===== src/rtl/pll_lock_reset_sequencer_if.sv =====
// Handshake bundle between the PLL lock/reset sequencer and its environment.
// The slave side is the sequencer: it consumes the raw lock and the software
// re-sequence request and drives the per-domain resets plus status.
interface pll_lock_reset_sequencer_if #(
    parameter int N_STAGES = 3
);
    logic                pll_locked;
    logic                sw_rst;
    logic [N_STAGES-1:0] rst_out;
    logic                ready;
    logic [7:0]          lock_loss_cnt;
    logic [1:0]          state_dbg;

    modport master (
        output pll_locked,
        output sw_rst,
        input  rst_out,
        input  ready,
        input  lock_loss_cnt,
        input  state_dbg
    );

    modport slave (
        input  pll_locked,
        input  sw_rst,
        output rst_out,
        output ready,
        output lock_loss_cnt,
        output state_dbg
    );
endinterface


===== src/rtl/pll_lock_reset_sequencer.sv =====
// PLL lock qualifier and staged reset release.
// The raw PLL LOCK is synchronized, must stay high for LOCK_STABLE_CYCLES
// consecutive cycles, then the domain resets are released one at a time in
// ascending order, STAGE_GAP cycles apart. Losing lock after release has begun
// re-asserts every reset at once and bumps a saturating loss counter; sw_rst
// does the same without counting. Everything runs on the PLL output clock.
module pll_lock_reset_sequencer #(
    parameter int LOCK_STABLE_CYCLES = 1024,
    parameter int STAGE_GAP          = 256,
    parameter int N_STAGES           = 3,
    parameter int CNT_W              = 16
) (
    input logic                       clk,
    input logic                       reset,
    pll_lock_reset_sequencer_if.slave bus
);

    typedef enum logic [1:0] {
        WAIT_LOCK = 2'd0,
        STABLE    = 2'd1,
        RELEASE   = 2'd2,
        RUN       = 2'd3
    } state_t;

    // Last count value of the stability window and of each inter-stage gap.
    // The counter is preloaded with 1 on entry to STABLE because the cycle that
    // moved us out of WAIT_LOCK already saw a synchronized lock.
    localparam logic [CNT_W-1:0] STABLE_LAST = CNT_W'(LOCK_STABLE_CYCLES - 1);
    localparam logic [CNT_W-1:0] GAP_LAST    = CNT_W'(STAGE_GAP - 1);

    logic                lock_meta;
    logic                lock_s;

    state_t              state_q,    state_d;
    logic [CNT_W-1:0]    cnt_q,      cnt_d;
    logic [CNT_W-1:0]    gap_q,      gap_d;
    logic [N_STAGES-1:0] rst_out_q,  rst_out_d;
    logic                ready_q,    ready_d;
    logic [7:0]          loss_cnt_q, loss_cnt_d;

    // Two-flop synchronizer: pll_locked is asynchronous to clk and is used nowhere else.
    always_ff @(posedge clk or posedge reset) begin
        if (reset) begin
            lock_meta <= 1'b0;
            lock_s    <= 1'b0;
        end else begin
            // NOTE: non-blocking assignments let every flop sample the pre-edge values, which is what makes this a two-stage pipeline rather than a single wire.
            lock_meta <= bus.pll_locked;
            lock_s    <= lock_meta;
        end
    end

    // State, counters and all outputs are registered so no reset bit can glitch.
    always_ff @(posedge clk or posedge reset) begin
        if (reset) begin
            state_q    <= WAIT_LOCK;
            cnt_q      <= '0;
            gap_q      <= '0;
            rst_out_q  <= '1;
            ready_q    <= 1'b0;
            loss_cnt_q <= '0;
        end else begin
            state_q    <= state_d;
            cnt_q      <= cnt_d;
            gap_q      <= gap_d;
            rst_out_q  <= rst_out_d;
            ready_q    <= ready_d;
            loss_cnt_q <= loss_cnt_d;
        end
    end

    // Next-state logic: sw_rst first, then loss of lock, then normal sequencing.
    always_comb begin
        // NOTE: every next value defaults to its current value before any branch, so no path through this block can leave a signal unassigned and infer a latch.
        state_d    = state_q;
        cnt_d      = cnt_q;
        gap_d      = gap_q;
        rst_out_d  = rst_out_q;
        ready_d    = ready_q;
        loss_cnt_d = loss_cnt_q;

        if (bus.sw_rst) begin
            // Software re-sequence wins over a simultaneous lock loss and is never counted.
            state_d   = WAIT_LOCK;
            cnt_d     = '0;
            gap_d     = '0;
            rst_out_d = '1;
            ready_d   = 1'b0;
        end else if (!lock_s && (state_q == RELEASE || state_q == RUN)) begin
            // Lock dropped after release began: slam every reset back on at once.
            state_d   = WAIT_LOCK;
            cnt_d     = '0;
            gap_d     = '0;
            rst_out_d = '1;
            ready_d   = 1'b0;
            if (loss_cnt_q != 8'hFF) begin
                loss_cnt_d = loss_cnt_q + 8'd1;
            end
        end else begin
            case (state_q)
                WAIT_LOCK: begin
                    cnt_d = '0;
                    if (lock_s) begin
                        state_d = STABLE;
                        cnt_d   = CNT_W'(1);
                    end
                end

                STABLE: begin
                    if (!lock_s) begin
                        // A glitch before release is not a loss; restart the window.
                        state_d = WAIT_LOCK;
                        cnt_d   = '0;
                    end else if (cnt_q >= STABLE_LAST) begin
                        // The reset vector is a thermometer code: shifting in a zero
                        // releases the next domain and keeps release strictly ascending.
                        rst_out_d = rst_out_q << 1;
                        cnt_d     = '0;
                        gap_d     = '0;
                        if (rst_out_d == '0) begin
                            ready_d = 1'b1;
                            state_d = RUN;
                        end else begin
                            state_d = RELEASE;
                        end
                    end else begin
                        cnt_d = cnt_q + CNT_W'(1);
                    end
                end

                RELEASE: begin
                    if (gap_q == GAP_LAST) begin
                        rst_out_d = rst_out_q << 1;
                        gap_d     = '0;
                        if (rst_out_d == '0) begin
                            ready_d = 1'b1;
                            state_d = RUN;
                        end
                    end else begin
                        gap_d = gap_q + CNT_W'(1);
                    end
                end

                RUN: begin
                    // Hold until lock loss or sw_rst, both handled above.
                end

                default: begin
                    state_d = WAIT_LOCK;
                end
            endcase
        end
    end

    assign bus.rst_out       = rst_out_q;
    assign bus.ready         = ready_q;
    assign bus.lock_loss_cnt = loss_cnt_q;
    assign bus.state_dbg     = state_q;

endmodule


===== src/flat_wrapper.sv =====
// flat-port wrapper written by rule: the top's interface ports become plain ports
module pll_lock_reset_sequencer_flat 
#(
    parameter int LOCK_STABLE_CYCLES = 1024,
    parameter int STAGE_GAP          = 256,
    parameter int N_STAGES           = 3,
    parameter int CNT_W              = 16
)
  (clk, reset, bus_pll_locked, bus_sw_rst, bus_rst_out, bus_ready, bus_lock_loss_cnt, bus_state_dbg);
  pll_lock_reset_sequencer_if #(.N_STAGES(N_STAGES)) bus_i ();
  input logic clk;
  input logic reset;
  input wire logic [$bits(bus_i.pll_locked)-1:0] bus_pll_locked;
  input wire logic [$bits(bus_i.sw_rst)-1:0] bus_sw_rst;
  output wire logic [$bits(bus_i.rst_out)-1:0] bus_rst_out;
  output wire logic [$bits(bus_i.ready)-1:0] bus_ready;
  output wire logic [$bits(bus_i.lock_loss_cnt)-1:0] bus_lock_loss_cnt;
  output wire logic [$bits(bus_i.state_dbg)-1:0] bus_state_dbg;
  assign bus_i.pll_locked = bus_pll_locked;
  assign bus_i.sw_rst = bus_sw_rst;
  assign bus_rst_out = bus_i.rst_out;
  assign bus_ready = bus_i.ready;
  assign bus_lock_loss_cnt = bus_i.lock_loss_cnt;
  assign bus_state_dbg = bus_i.state_dbg;
  pll_lock_reset_sequencer #(.LOCK_STABLE_CYCLES(LOCK_STABLE_CYCLES), .STAGE_GAP(STAGE_GAP), .N_STAGES(N_STAGES), .CNT_W(CNT_W)) u_core (.clk(clk), .reset(reset), .bus(bus_i));
endmodule

===== config.mk =====
export PLATFORM = sky130hd
export DESIGN_NAME = pll_lock_reset_sequencer_flat
export DESIGN_NICKNAME = d
export VERILOG_FILES = /design/src/rtl/pll_lock_reset_sequencer_if.sv /design/src/rtl/pll_lock_reset_sequencer.sv /design/src/flat_wrapper.sv
export SDC_FILE = /design/constraint.sdc
export NUM_CORES = 1
export LEC_CHECK = 0
export BUFFER_PORTS_ARGS = -buffer_cell sky130_fd_sc_hd__buf_2
export CAP_MARGIN = 0
export CORE_MARGIN = 2
export CORE_UTILIZATION = 55
export DETAILED_ROUTE_END_ITERATION = 16
export HOLD_SLACK_MARGIN = 0.12
export MAX_ROUTING_LAYER = met4
export PLACE_DENSITY = 0.83
export SETUP_SLACK_MARGIN = 0.05
export SLEW_MARGIN = 20
export SYNTH_ARGS = -nofsm -noshare
export SYNTH_HDL_FRONTEND = slang
export SYNTH_SLANG_ARGS = --single-unit

===== constraint.sdc =====
create_clock -name clk -period 4.2 [get_ports clk]
set_clock_uncertainty 0.05 [all_clocks]
set_input_delay 0.84 -clock clk [delete_from_list [all_inputs] [get_ports clk]]
set_output_delay 0.84 -clock clk [all_outputs]
set_load 0.02 [all_outputs]

==> results of run 1 <==
routing by layer:
metal,up-vias,wire [um]
met5,-,0
met4,0,56
met3,6,244
met2,50,2570
met1,1023,2460
li1,1044,-
power breakdown:
part	internal (mW)	switching [mW]	total, mW
sequential	0.496	0.0353	0.532
combinational	0.102	0.185	0.287
clock	0.195	0.163	0.358
total	0.793	0.384	1.18
layout by cell type (no fill, tap or decap), types with 2 or more instances in the layout:
cell	count
or2_2	4
a21o_1	4
buf_4	4
mux2_2	4
nor4b_1	2
or4_1	3
buf_2	17
a211oi_1	3
nand3_1	16
and3_1	3
o21ai_2	2
or3_1	6
nand2_1	27
a22o_1	2
nor3_1	4
a21oi_1	2
xnor2_1	6
mux2i_1	3
a21boi_0	5
o211ai_1	2
o21bai_1	2
clkbuf_8	6
nor2b_1	4
nor3b_1	5
a31oi_1	8
ha_1	7
a2bb2oi_1	3
o21ai_0	11
a22oi_1	3
nand4_1	9
nor2_1	24
o31ai_1	7
xor2_1	6
nand2b_1	4
dfstp_2	3
dfrtp_1	45
inv_1	10
per-stage QoR:
stage	cell area, um2	instances	hold slack [ns]	setup WS [ns]
global placement	2780	342	0.282	1.65
finish	2900	350	0.305	1.70
detailed placement	2780	342	0.286	1.55
CTS	2900	350	0.308	1.70
floorplan	2630	275	0.281	1.86
global route	2900	350	0.312	1.41
kinds of logic (layout without fill, tap and decap cells):
family | count (synthesis) | count (layout) | synth area share
compound gates | 63 | 63 | 0.171
fa+ha+maj | 7 | 7 | 0.0333
flops | 48 | 48 | 0.459
xor+xnor | 12 | 12 | 0.0400
buf+inv | 19 | 40 | 0.0290
simple gates | 119 | 119 | 0.240
mux | 7 | 7 | 0.0286
flip-flops by register name, indices dropped and copies added (netlist names):
| name | count |
|---|---|
| u_core.bus.lock_loss_cnt | 8 |
| u_core.bus.state_dbg | 2 |
| u_core.bus.rst_out | 3 |
| u_core.bus.ready | 1 |
| u_core.gap_q | 16 |
| u_core.lock_meta | 1 |
| u_core.lock_s | 1 |
| u_core.cnt_q | 16 |
worst min path at each step:
stage          slack (ns)                       to  cells after the start                        from
2_1_floorplan        0.28  u_core.lock_s$_DFF_PP0_                      0  u_core.lock_meta$_DFF_PP0_
3_5_place_dp         0.29  u_core.lock_s$_DFF_PP0_                      0  u_core.lock_meta$_DFF_PP0_
3_3_place_gp         0.28  u_core.lock_s$_DFF_PP0_                      0  u_core.lock_meta$_DFF_PP0_
4_1_cts              0.31  u_core.lock_s$_DFF_PP0_                      0  u_core.lock_meta$_DFF_PP0_
6_report             0.30  u_core.lock_s$_DFF_PP0_                      0  u_core.lock_meta$_DFF_PP0_
5_1_grt              0.31  u_core.lock_s$_DFF_PP0_                      0  u_core.lock_meta$_DFF_PP0_
worst max-delay path, cell delays in order, from the launching register on:
cell      delay, ns
dfrtp_1        0.46
inv_1          0.09
ha_1           0.28
a211oi_1       0.47
nand2_1        0.18
a31oi_1        0.16
buf_4          0.21
nand2_1        0.18
o41ai_1        0.31
cell type report:
| class | instances | area, um2 | area share |
|---|---|---|---|
| clock buffers | 6 | 82.6 | 0.0285 |
| multi-input cells | 208 | 1350 | 0.465 |
| flip-flops and latches | 48 | 1200 | 0.416 |
| well taps | 54 | 67.6 | 0.0233 |
| repair buffers | 21 | 115 | 0.0397 |
| inverters | 11 | 42.5 | 0.0147 |
| clock inverters | 2 | 38.8 | 0.0134 |
==> run summary, run 1 <==
Yosys Warn Count = 0
Final Max Tran Viols = 0
grt peak-use layer = met2
routed vias/inst = 6.07
CTS Sinks = 48
row count = 25
GR Util All Layers = 0.228
Final Hold Viols = 0
Slew headroom = 0.362
wire length per cell = 15.2 um
GRT met3 Usage = 0.0428
Tot Pwr = 1.18 mW
post-synth top area share = 0.429
# diodes = 0
Detailed Route Iter0 Violations = 171
M1 GR Usage = 0.301
number of global-route vias before repair = 2064
Max Buffers Root-to-Sink = 2
met2 Use GR = 0.351
Req. time, crit path = 4.35 ns
reg2reg setup slack = 1.70 ns
number of flops mapped to enable cells by yosys = 0
CP Launch Point = u_core.bus.state_dbg[0]$_DFFE_PP0P_
Die Ht = 73.1 um
fin crit share = 0.596
CTS hold repair buffers = 0
worst r2r src = u_core.bus.state_dbg[0]$_DFFE_PP0P_
Synth area leaders = dfrtp_1 (43%), nand2_1 (3.9%), nor2_1 (3.4%)
RR Endpoint = u_core.gap_q[8]$_DFFE_PP0P_
largest net degree at the start of global routing = 49
Final setup viols = 0
Worst-path clk slew = 0.09 ns
run status = completed
Final #Nets = 306
measured slew at the worst slew-check pin = 0.951 ns
Synth async-reset ratio = 1.00
mapped cell area = 2630 um2
Pleak = 1.27 nW
ANT nets after route = 0
H-tree levels = 2
worst path arrival time = 2.66 ns
Unique masters post-synth = 54
TritonCTS buffer count = 5
share of layout cells above drive strength 1 = 0.162
Via Count = 2123
Final Wtd Congestion = 0.837
CTS tree = yes
Max Clk Rate = 399 MHz
setup TNS = 0 ns
first-pass GRT wire length = 9.32 mm
Filler cells = 371
final wirelength = 5.33 mm
Final Util = 0.622
Seq/Total Area, Yosys = 0.459
CORE AREA = 4660 um2
initial antenna violation count = 0
clock latency at the later pin of the worst-skew pair = 0.31 ns
CP endpoint = u_core.gap_q[8]$_DFFE_PP0P_
max cap viols = 0
Setup crit end kind = flop
worst vdd ir = 0.000314 V
Mapped Cells = 275
min Tclk post-route = 2.50 ns
Die ar. = 5350 um2
cell with the most instances after synthesis = dfrtp_1
chip width = 73.1 um
Synth Area per Inst = 9.55 um2
Power Density = 406 nW/um2
biggest area consumer among synthesized cells = dfrtp_1
startpoint types = flop
DP Wirelength = 3.69 mm
RSZ-0062 raised after global routing = false
# DRC = 0
DR pass1 iterations = 4
Hold WC Path Type = flop to flop
Crit Path Class = flop to flop
post-CTS resize count = 0
Root Driver = clkbuf_8
Syn Nets = 286
Initial Util = 0.564
Top Ports = 18
Post-synth top cells = dfrtp_1 (45), nand2_1 (27), nor2_1 (24)
worst reg2reg path depth = 8
Main synth FF type = dfrtp_1
Post-CTS Setup Inserts = 0
Overflow after GRT = 0
post-synthesis register bit count = 48
CP Max Fanout = 13
I/O Buffers = 17
Syn-to-layout area delta = 10.3%
Power figures use the tool's default switching activity.
==> inputs of run 2 (changes only) <==
--- a/config.mk
+++ b/config.mk
@@ -8,11 +8,11 @@
 export BUFFER_PORTS_ARGS = -buffer_cell sky130_fd_sc_hd__buf_2
 export CAP_MARGIN = 0
 export CORE_MARGIN = 2
-export CORE_UTILIZATION = 55
+export CORE_UTILIZATION = 54
 export DETAILED_ROUTE_END_ITERATION = 16
 export HOLD_SLACK_MARGIN = 0.12
 export MAX_ROUTING_LAYER = met4
-export PLACE_DENSITY = 0.83
+export PLACE_DENSITY = 0.84
 export SETUP_SLACK_MARGIN = 0.05
 export SLEW_MARGIN = 20
 export SYNTH_ARGS = -nofsm -noshare
==> constraint.sdc (replaced) <==
create_clock -name clk -period 2.2 [get_ports clk]
set_clock_uncertainty 0.05 [all_clocks]
set_input_delay 0.44 -clock clk [delete_from_list [all_inputs] [get_ports clk]]
set_output_delay 0.44 -clock clk [all_outputs]
set_load 0.02 [all_outputs]
==> run 2 against run 1 <==
Effect of this change: sequential share of layout area is 3.2 points lower; maximum frequency up 16%; sequential cell count stayed put; die area up 1.7%; critical path depth shrank 3; utilization up 4.8 points; power grew 92%; worst hold slack lost 0.12 ns; clock-buffer cell count stayed put; routed wire length grew 6.1%; register-to-register slack worse by 1.7 ns; final area grew 8.4%; critical path type unchanged; critical endpoint is now u_core.bus.state_dbg[0]$_DFFE_PP0P_; largest power group unchanged.
==> run summary, run 2 (synthesis results as in run 1) <==
Final #Nets = 329 (+7.5%)
CTS Sinks = 48 (unchanged)
I/O Buffers = 17 (unchanged)
Top Ports = 18 (unchanged)
most common cell after layout, fill and taps aside = dfrtp_1
cell chain of the critical path = or4_4 -> nand2b_4 -> or4_4 -> nand3_4 -> mux2_2
Setup crit end kind = flop
number of global-route vias before repair = 2137 (+3.5%)
clock latency at the later pin of the worst-skew pair = 0.31 ns (about the same)
Flop pwr share = 0.450 (-0.002)
# DRC = 0 (unchanged)
Via Count = 2263 (+6.6%)
Critical path buffers and inverters = 0 (-2)
wire length per cell = 15.2 um (-0.44%)
ANT nets after route = 0 (unchanged)
switching part of the total = 0.341 (+0.0151)
Slowest-stage cell, CP = or4_4
startpoint types = flop
Comb power frac = 0.307 (+0.063)
Final Hold Viols = 0 (unchanged)
Crit Path Class = flop to flop
DR pass1 iterations = 5 (+1)
run status = completed
CTS tree = yes
share of layout cells above drive strength 1 = 0.266 (+0.104)
GR Util All Layers = 0.235 (+0.00686)
Syn-to-layout area delta = 19.6%
Root Driver = clkbuf_8
Req. time, crit path = 2.34 ns (-2.01 ns)
min Tclk post-route = 2.16 ns (-0.349 ns)
largest net degree at the start of global routing = 27 (-45%)
worst r2r src = u_core.cnt_q[15]$_DFFE_PP0P_
H-tree levels = 2 (unchanged)
Pleak = 1.39 nW (+9.7%)
CP Max Fanout = 4 (-9)
Worst Setup Slack, final = 0.0445 ns (-1.65 ns)
Die ar. = 5440 um2 (+1.7%)
chip width = 73.8 um (+0.87%)
routed vias/inst = 6.07 (about the same)
critical path's largest stage delay = 0.54 ns (+0.07 ns)
worst hold start = bus_pll_locked
fin crit share = 0.980 (+0.383)
Final Max Tran Viols = 0 (unchanged)
first-pass GRT wire length = 9.57 mm (+2.7%)
commonest non-fill, non-tap cells in the layout = dfrtp_1 (44), nand2_1 (26), buf_4 (25)
row count = 25 (unchanged)
CP Launch Point = u_core.cnt_q[15]$_DFFE_PP0P_
Worst path most repeated cell = or4_4
worst path arrival time = 2.30 ns (-0.36 ns)
DP Wirelength = 4.00 mm (+8.6%)
Min Hold Slack = 0.188 ns (-0.117 ns)
Max Clk Rate = 464 MHz (+16%)
Hold WC Path Type = input port to flop
Die Ht = 73.8 um (+0.87%)
Overflow after GRT = 0 (unchanged)
Detailed Route Iter0 Violations = 274 (+60%)
sw power = 0.771 mW (+100%)
Worst-path clk slew = 0.09 ns (about the same)
Initial Util = 0.560 (-0.00376)
Final setup viols = 0 (unchanged)
worst vdd ir = 0.000537 V (+71%)
Clock power frac = 0.243 (-0.061)
FF+latch area = 1210 um2 (+0.10%)
RSZ-0062 raised after global routing = true
Filler cells = 350 (-5.7%)
initial antenna violation count = 0 (unchanged)
final wirelength = 5.65 mm (+6.1%)
footprint of the multi-input gates = 1430 um2 (+6.3%)
TritonCTS buffer count = 5 (unchanged)
largest delay contributor family on the critical path = simple AND/OR/NAND/NOR gates
internal power = 1.49 mW (+88%)
Max Buffers Root-to-Sink = 2 (unchanged)
max cap viols = 0 (unchanged)
Final Wtd Congestion = 0.939 (+12%)
CORE AREA = 4690 um2 (+0.67%)
# diodes = 0 (unchanged)
measured slew at the worst slew-check pin = 0.505 ns (-0.446 ns)
worst slack, placed = -0.0153 ns (-1.57 ns)
Slew headroom = 0.663 (+0.301)
Power Density = 720 nW/um2 (+77%)
-- run 2: changes by cell type in the layout (fill, tap and decap cells not counted), moves of 2 or more --
| cell | delta |
|---|---|
| buf_4 | +21 |
| nor3_1 | -3 |
| ha_1 | -2 |
| a211oi_1 | -2 |
| nor3_2 | +3 |
-- run 2: area by class of cell --
class / instances / area share
Tap cell: 54 / 0.0215
Sequential cell: 48 / 0.384
Timing Repair Buffer: 44 / 0.0964
Clock buffer: 6 / 0.0263
Multi-Input combinational cell: 208 / 0.456
Clock inverter: 2 / 0.00319
Inverter: 11 / 0.0131
-- run 2: metrics by stage --
stage | instance area [um2] | power (mW) | cells | setup TNS (ns) | util
2_1_floorplan | 2650 | 1.44 | 275 | 0 | -
6_report | 3140 | 2.26 | 373 | 0 | 0.670
5_1_grt | 3140 | 2.38 | 373 | 0 | 0.670
4_1_cts | 3060 | 2.23 | 368 | 0 | 0.652
3_5_place_dp | 2940 | 1.67 | 359 | -0.0180 | 0.626
3_3_place_gp | 2940 | 1.64 | 359 | 0 | 0.626
-- run 2: power groups by stage --
stage,combinational (mW),clock [mW],sequential [mW]
global placement,0.614,0,1.02
finish,0.694,0.549,1.02
floorplan,0.355,0,1.08
detailed placement,0.638,0,1.03
CTS,0.656,0.557,1.02
global route,0.760,0.588,1.03
-- run 2: worst reg2reg max path: stages, from the launching register on --
cell	delay, ns
dfrtp_1	0.38
or4_4	0.54
nand2b_4	0.17
or4_4	0.46
nand3_4	0.12
mux2_2	0.33
-- run 2: final timing paths --
check | end | slack, ns | cells after the start
worst max register to register | u_core.bus.state_dbg[0]$_DFFE_PP0P_ | 0.04 | 5
min in group asynchronous | u_core.gap_q[13]$_DFFE_PP0P_ | 0.65 | 3
max in group asynchronous | u_core.bus.state_dbg[0]$_DFFE_PP0P_ | 0.93 | 4
worst min-delay path | u_core.lock_meta$_DFF_PP0_ | 0.19 | 1
worst max-delay path | u_core.bus.state_dbg[0]$_DFFE_PP0P_ | 0.04 | 5
worst min register to register | u_core.lock_s$_DFF_PP0_ | 0.31 | 0
-- run 2: what timing repair did --
action / in CTS / in global routing
pin swaps: 0 / 3
gates resized for setup: 4 / 10
cloned: 0 / 0
endpoints found under the hold margin: 16 / 0
hold buffers: 1 / 0
setup endpoints to repair: 7 / 35
buffers inserted: 0 / 5
-- run 2: routing by layer --
layer	GRT usage	routed length, um
met5	-	0
met4	0.0828	71
met3	0.0535	247
met2	0.368	2830
met1	0.301	2500
==> inputs of run 3 (changes only) <==
--- a/config.mk
+++ b/config.mk
@@ -8,11 +8,11 @@
 export BUFFER_PORTS_ARGS = -buffer_cell sky130_fd_sc_hd__buf_2
 export CAP_MARGIN = 0
 export CORE_MARGIN = 2
-export CORE_UTILIZATION = 54
+export CORE_UTILIZATION = 55
 export DETAILED_ROUTE_END_ITERATION = 16
 export HOLD_SLACK_MARGIN = 0.12
 export MAX_ROUTING_LAYER = met4
-export PLACE_DENSITY = 0.84
+export PLACE_DENSITY = 0.78
 export SETUP_SLACK_MARGIN = 0.05
 export SLEW_MARGIN = 20
 export SYNTH_ARGS = -nofsm -noshare
==> constraint.sdc (replaced) <==
create_clock -name clk -period 2.8 [get_ports clk]
set_clock_uncertainty 0.05 [all_clocks]
set_input_delay 0.56 -clock clk [delete_from_list [all_inputs] [get_ports clk]]
set_output_delay 0.56 -clock clk [all_outputs]
set_load 0.02 [all_outputs]
==> run 3 against run 2 <==
Effect of this change: setup slack gained 0.40 ns; critical path depth grew 2; final area shrank 7.2%; first-iteration DRC count shrank 46%; clock power shrank 8.6%; sequential share of layout area grew 2.9 points; register-to-register slack gained 0.40 ns; highest routed layer unchanged.
==> run summary, run 3 (synthesis results as in run 1) <==
sw power = 0.567 mW (-26%)
Detailed Route Iter0 Violations = 149 (-46%)
Comb power frac = 0.252 (-0.055)
Post-CTS Setup Inserts = 0 (unchanged)
run status = completed
Pleak = 1.28 nW (-7.9%)
Slew headroom = 0.544 (-0.119)
worst path arrival time = 2.51 ns (+0.21 ns)
Min Hold Slack = 0.305 ns (+0.117 ns)
Worst path most repeated cell = nand2_1
Crit Path Class = flop to flop
CP Max Fanout = 7 (+3)
Hold WC Path Type = input port to flop
Setup crit end kind = flop
first-pass GRT wire length = 9.25 mm (-3.3%)
number of global-route vias before repair = 2031 (-5.0%)
largest net degree at the start of global routing = 22 (-19%)
met2 Use GR = 0.367 (-0.000688)
startpoint types = flop
CORE AREA = 4660 um2 (-0.67%)
post-CTS resize count = 0 (-4)
Die ar. = 5350 um2 (-1.7%)
Syn-to-layout area delta = 11.0%
Power Density = 595 nW/um2 (-17%)
row count = 25 (unchanged)
switching part of the total = 0.327 (-0.0138)
CTS tree = yes
Slowest-stage cell, CP = a211oi_1
CTS Sinks = 48 (unchanged)
chip width = 73.1 um (-0.86%)
fin crit share = 0.842 (-0.138)
Final #Nets = 310 (-5.8%)
measured slew at the worst slew-check pin = 0.680 ns (+0.175 ns)
largest delay contributor family on the critical path = compound AO/OA/AOI/OAI gates
internal power = 1.17 mW (-22%)
most common cell after layout, fill and taps aside = dfrtp_1
Flop pwr share = 0.459 (+0.009)
Via Count = 2121 (-6.3%)
min Tclk post-route = 2.36 ns (+0.202 ns)
Max Buffers Root-to-Sink = 2 (unchanged)
share of layout cells above drive strength 1 = 0.167 (-0.0998)
routed vias/inst = 5.99 (-1.2%)
worst vdd ir = 0.000435 V (-19%)
Req. time, crit path = 2.95 ns (+0.61 ns)
Initial Util = 0.564 (+0.00376)
initial antenna violation count = 0 (unchanged)
TritonCTS buffer count = 5 (unchanged)
Tot Pwr = 1.73 mW (-23%)
Final setup viols = 0 (unchanged)
DR pass1 iterations = 4 (-1)
H-tree levels = 2 (unchanged)
DP Wirelength = 3.84 mm (-4.1%)
Root Driver = clkbuf_8
GRT met3 Usage = 0.0483 (-0.00516)
clock latency at the later pin of the worst-skew pair = 0.31 ns (about the same)
I/O Buffers = 17 (unchanged)
ANT nets after route = 0 (unchanged)
Overflow after GRT = 0 (unchanged)
Final Hold Viols = 0 (unchanged)
setup TNS = 0 ns (unchanged)
# DRC = 0 (unchanged)
Max Clk Rate = 424 MHz (-8.6%)
GR Util All Layers = 0.231 (-0.00400)
cell chain of the critical path = inv_1 -> ha_1 -> a211oi_1 -> nand2_1 -> a31oi_1 -> nand2_1 -> o41ai_1
Die Ht = 73.1 um (-0.86%)
wire length per cell = 14.8 um (-2.1%)
Critical path buffers and inverters = 1 (+1)
Top Ports = 18 (unchanged)
critical path's largest stage delay = 0.48 ns (-0.06 ns)
final wirelength = 5.25 mm (-7.1%)
Final Wtd Congestion = 0.902 (-4.0%)
Clock power frac = 0.289 (+0.046)
max cap viols = 0 (unchanged)
grt peak-use layer = met2
commonest non-fill, non-tap cells in the layout = dfrtp_1 (45), nand2_1 (27), nor2_1 (24)
# diodes = 0 (unchanged)
Worst-path clk slew = 0.09 ns (about the same)
RSZ-0062 raised after global routing = false
CTS hold repair buffers = 1 (unchanged)
Final Max Tran Viols = 0 (unchanged)
M1 GR Usage = 0.293 (-0.00795)
==> run 3: worst paths after layout <==
kind                                                startpoint                           to  slack, ns  cells past startpoint
max                        u_core.bus.state_dbg[1]$_DFFE_PP0P_  u_core.gap_q[8]$_DFFE_PP0P_       0.44                      7
min                                             bus_pll_locked   u_core.lock_meta$_DFF_PP0_       0.30                      1
max reg2reg                u_core.bus.state_dbg[1]$_DFFE_PP0P_  u_core.gap_q[8]$_DFFE_PP0P_       0.44                      7
min reg2reg                         u_core.lock_meta$_DFF_PP0_      u_core.lock_s$_DFF_PP0_       0.31                      0
max in group asynchronous                                reset  u_core.cnt_q[9]$_DFFE_PP0P_       1.55                      4
min in group asynchronous                                reset  u_core.gap_q[1]$_DFFE_PP0P_       0.63                      3
==> run 3: final cells by class <==
| cell class | instances | area (um2) |
|---|---|---|
| Fill cell | 370 | 1750 |
| Multi-Input combinational cell | 208 | 1350 |
| Sequential cell | 48 | 1200 |
| Timing Repair Buffer | 25 | 148 |
| Clock buffer | 6 | 72.6 |
| Tap cell | 54 | 67.6 |
| Inverter | 11 | 41.3 |
| Clock inverter | 2 | 35.0 |
==> run 3: per-stage QoR <==
step / setup WS, ns / util / cell area (um2) / cells
2_1_floorplan: 0.540 / - / 2630 / 275
3_3_place_gp: 0.515 / 0.600 / 2800 / 345
3_5_place_dp: 0.477 / 0.600 / 2800 / 345
4_1_cts: 0.453 / 0.626 / 2920 / 354
5_1_grt: 0.154 / 0.626 / 2920 / 354
6_report: 0.442 / 0.626 / 2920 / 354
==> run 3: layer usage <==
layer,share of wire,vias to the layer above
met1,0.46,1018
met3,0.044,7
li1,-,1057
met5,0,-
met4,0.013,0
met2,0.48,39
==> run 3: power groups by stage <==
stage | clock (mW) | sequential [mW] | combinational [mW]
5_1_grt | 0.534 | 0.803 | 0.487
3_5_place_dp | 0 | 0.807 | 0.438
6_report | 0.502 | 0.795 | 0.437
4_1_cts | 0.508 | 0.795 | 0.440
3_3_place_gp | 0 | 0.804 | 0.425
2_1_floorplan | 0 | 0.847 | 0.269
